[src/rtl/ram_arb_pkg.sv]
// Shared types and defaults for the main-BSRAM two-master arbiter.
package ram_arb_pkg;

   localparam int RAM_AW = 13;
   localparam int RAM_DW = 8;

   typedef enum logic {
      MID_CPU = 1'b0,
      MID_AUX = 1'b1
   } master_id_t;

   typedef struct packed {
      logic       valid;
      master_id_t id;
   } rd_tag_t;

endpackage

[src/rtl/rd_tag_pipe.sv]
// Read-return tag shift register: one {valid, id} entry per cycle of read latency.
module rd_tag_pipe
   import ram_arb_pkg::*;
#(
   parameter int DEPTH = 2
) (
   input  logic    clk,
   input  logic    rst_n,
   input  rd_tag_t push_tag,
   output rd_tag_t tail_tag
);

   rd_tag_t [DEPTH-1:0] tag_q;
   rd_tag_t [DEPTH-1:0] tag_d;

   // Shift every cycle; a non-read cycle pushes an invalid tag.
   always_comb begin
      tag_d = {tag_q[DEPTH-2:0], push_tag};
   end

   // Tag storage; reset drops every in-flight read so it never returns.
   always_ff @(posedge clk or negedge rst_n) begin
      if (!rst_n) begin
         tag_q <= '0;
      end else begin
         tag_q <= tag_d;
      end
   end

   assign tail_tag = tag_q[DEPTH-1];

endmodule

[src/rtl/ram_arbiter.sv]
// Round-robin arbiter issuing one access per cycle from two masters to the main BSRAM.
module ram_arbiter
   import ram_arb_pkg::*;
#(
   parameter int AW     = RAM_AW,
   parameter int DW     = RAM_DW,
   parameter int RD_LAT = 1
) (
   input  logic          clk,
   input  logic          rst_n,
   input  logic          m0_req,
   input  logic          m0_we,
   input  logic [AW-1:0] m0_addr,
   input  logic [DW-1:0] m0_wdata,
   output logic          m0_gnt,
   output logic          m0_rvalid,
   output logic [DW-1:0] m0_rdata,
   input  logic          m1_req,
   input  logic          m1_we,
   input  logic [AW-1:0] m1_addr,
   input  logic [DW-1:0] m1_wdata,
   output logic          m1_gnt,
   output logic          m1_rvalid,
   output logic [DW-1:0] m1_rdata,
   output logic          cea,
   output logic [AW-1:0] ada,
   output logic [DW-1:0] din,
   output logic          ceb,
   output logic [AW-1:0] adb,
   input  logic [DW-1:0] dout
);

   master_id_t    last_q, last_d;
   logic          cea_q, cea_d;
   logic          ceb_q, ceb_d;
   logic [AW-1:0] ada_q, ada_d;
   logic [AW-1:0] adb_q, adb_d;
   logic [DW-1:0] din_q, din_d;

   logic          any_gnt;
   master_id_t    sel_id;
   logic          sel_we;
   logic [AW-1:0] sel_addr;
   logic [DW-1:0] sel_wdata;
   rd_tag_t       push_tag;
   rd_tag_t       tail_tag;

   // Grant: a lone requester wins; on conflict the master not granted last wins.
   always_comb begin
      m0_gnt = 1'b0;
      m1_gnt = 1'b0;
      if (m0_req && m1_req) begin
         if (last_q == MID_AUX) begin
            m0_gnt = 1'b1;
         end else begin
            m1_gnt = 1'b1;
         end
      end else begin
         m0_gnt = m0_req;
         m1_gnt = m1_req;
      end
      any_gnt   = m0_gnt | m1_gnt;
      sel_id    = m1_gnt ? MID_AUX : MID_CPU;
      sel_we    = m1_gnt ? m1_we : m0_we;
      sel_addr  = m1_gnt ? m1_addr : m0_addr;
      sel_wdata = m1_gnt ? m1_wdata : m0_wdata;
   end

   // Next RAM command: enables are one-cycle pulses, address/data hold when idle.
   always_comb begin
      last_d         = last_q;
      cea_d          = 1'b0;
      ceb_d          = 1'b0;
      ada_d          = ada_q;
      adb_d          = adb_q;
      din_d          = din_q;
      push_tag.valid = 1'b0;
      push_tag.id    = MID_CPU;
      if (any_gnt) begin
         last_d = sel_id;
         if (sel_we) begin
            cea_d = 1'b1;
            ada_d = sel_addr;
            din_d = sel_wdata;
         end else begin
            ceb_d          = 1'b1;
            adb_d          = sel_addr;
            push_tag.valid = 1'b1;
            push_tag.id    = sel_id;
         end
      end
   end

   // Round-robin pointer and RAM command registers; reset favours m0 on first conflict.
   always_ff @(posedge clk or negedge rst_n) begin
      if (!rst_n) begin
         last_q <= MID_AUX;
         cea_q  <= 1'b0;
         ceb_q  <= 1'b0;
         ada_q  <= '0;
         adb_q  <= '0;
         din_q  <= '0;
      end else begin
         last_q <= last_d;
         cea_q  <= cea_d;
         ceb_q  <= ceb_d;
         ada_q  <= ada_d;
         adb_q  <= adb_d;
         din_q  <= din_d;
      end
   end

   // Tag reaches the tail in the cycle the RAM presents the read data.
   rd_tag_pipe #(
      .DEPTH (RD_LAT + 1)
   ) u_tag_pipe (
      .clk      (clk),
      .rst_n    (rst_n),
      .push_tag (push_tag),
      .tail_tag (tail_tag)
   );

   assign cea       = cea_q;
   assign ceb       = ceb_q;
   assign ada       = ada_q;
   assign adb       = adb_q;
   assign din       = din_q;
   assign m0_rvalid = tail_tag.valid && (tail_tag.id == MID_CPU);
   assign m1_rvalid = tail_tag.valid && (tail_tag.id == MID_AUX);
   assign m0_rdata  = dout;
   assign m1_rdata  = dout;

endmodule
[config.mk]
export PLATFORM = sky130hd
export DESIGN_NAME = ram_arbiter
export DESIGN_NICKNAME = d
export VERILOG_FILES = /design/src/rtl/ram_arb_pkg.sv /design/src/rtl/rd_tag_pipe.sv /design/src/rtl/ram_arbiter.sv
export SDC_FILE = /design/constraint.sdc
export NUM_CORES = 1
export LEC_CHECK = 0
export ABC_AREA = 1
export BUFFER_PORTS_ARGS = -buffer_cell sky130_fd_sc_hd__buf_2
export CAP_MARGIN = 15
export CORE_ASPECT_RATIO = 0.7
export CORE_MARGIN = 2
export CORE_UTILIZATION = 48
export DETAILED_ROUTE_END_ITERATION = 7
export PLACE_DENSITY = 0.85
export SLEW_MARGIN = 20
export SYNTH_ARGS = -nofsm -noshare
export SYNTH_HDL_FRONTEND = slang
export SYNTH_SLANG_ARGS = --single-unit
[constraint.sdc]
create_clock -name clk -period 2.72 [get_ports clk]
set_clock_uncertainty 0.2 [all_clocks]
set_input_delay 0.136 -clock clk [delete_from_list [all_inputs] [get_ports clk]]
set_output_delay 0.136 -clock clk [all_outputs]
set_load 0.02 [all_outputs]
# Yosys cells after proc, flatten, opt, wreduce, memory -nomap -nowiden

Cells that the tools add are included.

Flip-flop bits (word level): 41
Input port bits: 56

Muxes and demuxes: 14
Bitwise logic cells: 3
Reductions and logical operators: 5

Operator list:

| operator          | number |
|---|---|
| $mux 13           | 1 |
| $mux 1            | 10 |
| $mux 8            | 1 |
| $mux 2            | 2 |
| $reduce_and 2->1  | 2 |
| $logic_and 1x1->1 | 3 |
| $not 1->1         | 2 |
| $or 1x1->1        | 1 |

# Depth between registers and ports, before layout

Word-level depth: 5
Mapped depth: 7
Mapped depth without buffers: 6

# Hierarchy

A second synthesis with hierarchy kept.

Cells, all modules: 264
Area total of the unflattened synthesis: 2,108.3 µm²

Modules (own cells, without submodules):

| module      | sequential area each (µm²) | instances | area an instance (µm²) | cells each |
|---|---|---|---|---|
| ram_arbiter | 927.1                      | 1         | 2,008.2                | 260 |
| rd_tag_pipe | 100.1                      | 1         | 100.1                  | 4 |

# Worst setup path after synthesis

No wires, ideal clock.

Path type: register -> register
Start point: register last_q
End point: register ada_q[12] (netlist: ada[12])
Setup time: 0.117 ns
Path slack: 1.332 ns
Buffers on the path: 1
Data arrival time: 1.070 ns
Cell stages (with the launch flop): 7
Cell sequence: dfstp_2 nand2_2 nand3_2 nand3_4 buf_4 nand2_1 nand2_1

Longest elaborated chain between the ends: 4
Elaborated cells on any way between the ends: 8

Ends and longest elaborated chain:

| what                                        | RTL line                             | text |
|---|---|---|
| start: declaration                          | ram_arbiter.sv:33                    | `master_id_t last_q, last_d;` |
| start signal: assignment                    | ram_arbiter.sv:104                   | `last_q <= last_d;` |
| $mux 1                                      | ram_arbiter.sv:53                    | `if (last_q == MID_AUX) begin` |
| $mux 1                                      | ram_arbiter.sv:52                    | `if (m0_req && m1_req) begin` |
| $or 1x1->1 / $mux 1 (equally long branches) | ram_arbiter.sv:62, ram_arbiter.sv:64 |  |
| $reduce_and 2->1 (no source line)           | -                                    |  |
| end signal: assignment                      | ram_arbiter.sv:100                   | `ada_q <= '0;` |
| end signal: assignment                      | ram_arbiter.sv:107                   | `ada_q <= ada_d;` |
| end: declaration                            | ram_arbiter.sv:36                    | `logic [AW-1:0] ada_q, ada_d;` |

Several ways; a longest one is shown, not always the timed one.
A chain may end at the register's enable or synchronous reset.

# Final worst setup path

Start point: register last_q
End point: register din_q[0] (netlist: din[0])

Longest elaborated chain between the ends: 4
Elaborated cells on any way between the ends: 8

Ends and longest elaborated chain:

| what                                        | RTL line                             | text |
|---|---|---|
| $mux 1                                      | ram_arbiter.sv:53                    |  |
| $mux 1                                      | ram_arbiter.sv:52                    |  |
| $or 1x1->1 / $mux 1 (equally long branches) | ram_arbiter.sv:62, ram_arbiter.sv:64 |  |
| $reduce_and 2->1 (no source line)           | -                                    |  |
| end signal: assignment                      | ram_arbiter.sv:109                   | `din_q <= din_d;` |
| end: declaration                            | ram_arbiter.sv:38                    | `logic [DW-1:0] din_q, din_d;` |

Several ways; a longest one is shown, not always the timed one.

==> impl_metrics.tcl <==
set metrics [dict create \
    layout.nets 398 \
    synth_compound_area_share_pct 0.478 \
    fillers 411 \
    cp_max_fo 25 \
    wl_per_cell_um 13.3 \
    slew_headroom_pct 42.6 \
    grt_max_degree 41 \
    port_buffers 87 \
    antenna_found_initial 0 \
    cts_made_buffers 5 \
    finalWorstSetupSlack_ns 0.380 \
    dpl.cell_count 373 \
    drv_slew 0 \
    synth_nets 319 \
    antennaDiodeCount 0 \
    yosysSeqAreaShare_pct 47.9 \
    insertion_delay_ns 0.29 \
    die_h_um 59.2 \
    fin_crit_sh_pct 86.0 \
    rows 20 \
    layout.cells.most_common "nand2_1" \
    yosysWarnings 0 \
    overflow 0 \
    cts_tree "built" \
    clock_path_buffers 2 \
    p_per_area_nw_per_um2 621 \
    drive_gt1_share_pct 30.9 \
    violations "negative hold slack" \
    fin_crit_ns 2.34 \
    cp.required_ns 2.76 \
    grt_pass1_vias 1956 \
    start_util_pct 49.2 \
    start_kind "register" \
    hpwl_mm 3.48 \
    ys_types 16 \
    drtIter0Drc 144 \
    p_total_mw 1.63 \
    status "finished with violations" \
    hold_class "primary input to register" \
    worst_pin_slew_ns 0.861 \
    clk_pin_slew_ns 0.07 \
    synthXorXnorAreaFrac_pct 0 \
    dieArea_um2 4910 \
    gp_congestion 0.753 \
    synth_top_family_by_area "simple AND/OR/NAND/NOR gates" \
    synthCells 263 \
    finalWirelength_mm 5.28 \
    final_cells 398 \
    pin_count 112 \
    htreeDepth 2 \
    track_usage_pct 23.6 \
    preCtsSetupSlack_ns 0.592 \
    synth_area_um2 2090 \
    fmax_ghz 0.427 \
    grt_pass1_wl_mm 9.11 \
    routed_via_density 4.96 \
    drt_pass1_iterations 4 \
    fin_hold_ws_ns -0.00407 \
    antenna_left 0 \
    crit_arrival_ns 2.38 \
    cts-root-buf "clkbuf_8" \
    leakage_nw 1.58 \
    clock_sinks 40 \
    synth_fa_ha_area_share_pct 0 \
    setup_viol 0 \
    crit_type "register to register" \
    drc_errors 0 \
    ys_seq_elements 40 \
    syn-mean-instance-area_um2 7.95 \
    maxCapViolCount 0 \
    vdd_drop_max_v 0.000368 \
    setup_tns_ns 0 \
    ctsResizeCount 0 \
    num_vias 1976 \
    final_cell_mix "nand2_1, buf_2, nand3_1" \
    coreArea_um2 4250 \
    synth-simple-area-share_pct 38.5 \
    rsz0062_at_grt "no" \
    syn2layout_area_growth_pct 25.4 \
    synthMuxAreaShare_pct 0 \
    hold_viol 1 \
    die_x_um 82.9 \
    cp-end-kind "register" \
]
## through the flow
step | area, um^2 | util (%)
after global routing | 2620 | 61.6
after global placement | 2360 | 55.5
after detailed placement | 2360 | 55.5
after floorplan | 2090 | -
final | 2620 | 61.6
after CTS | 2620 | 61.6
## final timing paths
path,cells past startpoint,startpoint,to,slack [ns]
worst min-delay path,5,m0_addr[8],adb[8],-0.004
worst max-delay path,7,last_q,din[0],0.38
worst max register to register,7,last_q,din[0],0.38
max in group asynchronous,2,rst_n,adb[3],1.48
min in group asynchronous,2,rst_n,u_tag_pipe.tail_tag[0],0.30
worst min register to register,0,ceb,u_tag_pipe.tail_tag[1],0.19
## layer usage
metal / GRT usage (%) / vias up / wire length, um
met4: 8.43 / 0 / 87
met3: 6.41 / 8 / 482
li1: - / 971 / -
met2: 38.6 / 80 / 2440
met1: 30.8 / 917 / 2270
met5: 0 / - / 0
## registers in the layout, indices dropped and copies added (netlist names)
| signal | cells |
|---|---|
| adb | 13 |
| u_tag_pipe.tag_d | 1 |
| din | 8 |
| cea | 1 |
| last_q | 1 |
| ada | 13 |
| ceb | 1 |
| u_tag_pipe.tail_tag | 2 |
## cell families (layout without fill, tap and decap cells)
kind of cell           Yosys count  after routing
AO/OA/AOI/OAI                    2              2
AND/OR/NAND/NOR                178            178
buffers and inverters           43            123
flip-flops                      40             40
## where the power goes
group	internal [mW]	switching, mW	total (mW)
Clock	0.207	0.201	0.408
Combinational	0.167	0.315	0.483
Sequential	0.686	0.0523	0.738
Total	1.06	0.569	1.63
## final cells by class
type                    instances  area [um^2]  area share, %
flip-flops and latches         40         1000           38.2
multi-input cells             180          815           31.1
repair buffers                104          606           23.1
clock buffers                   8         90.1           3.44
well taps                      55         68.8           2.62
inverters                      11         41.3           1.57
## critical path: stages (launching register included)
cell	delay, ns
dfstp_2	0.54
nand2_2	0.29
nand2_4	0.36
nand2_1	0.08
nand2_1	0.08
dlygate4sd3_1	0.57
nand3_1	0.08
nand2_1	0.08
## timing repair
| action | 4_1_cts | 5_1_grt |
|---|---|---|
| endpoints found under the hold margin | 55 | 0 |
| setup buffers | 0 | 0 |
| hold buffers | 17 | 0 |
## Yosys cell counts (all sizes together)
cell | instances | area (um^2)
nand2 | 118 | 470
inv | 11 | 41.3
nand3 | 59 | 330
dfstp | 1 | 26.3
nor2 | 1 | 3.75
o21ai | 1 | 5.00
buf | 32 | 234
dfrtp | 39 | 976
a21oi | 1 | 5.00
Note: power is estimated with default switching activity, not from simulation.
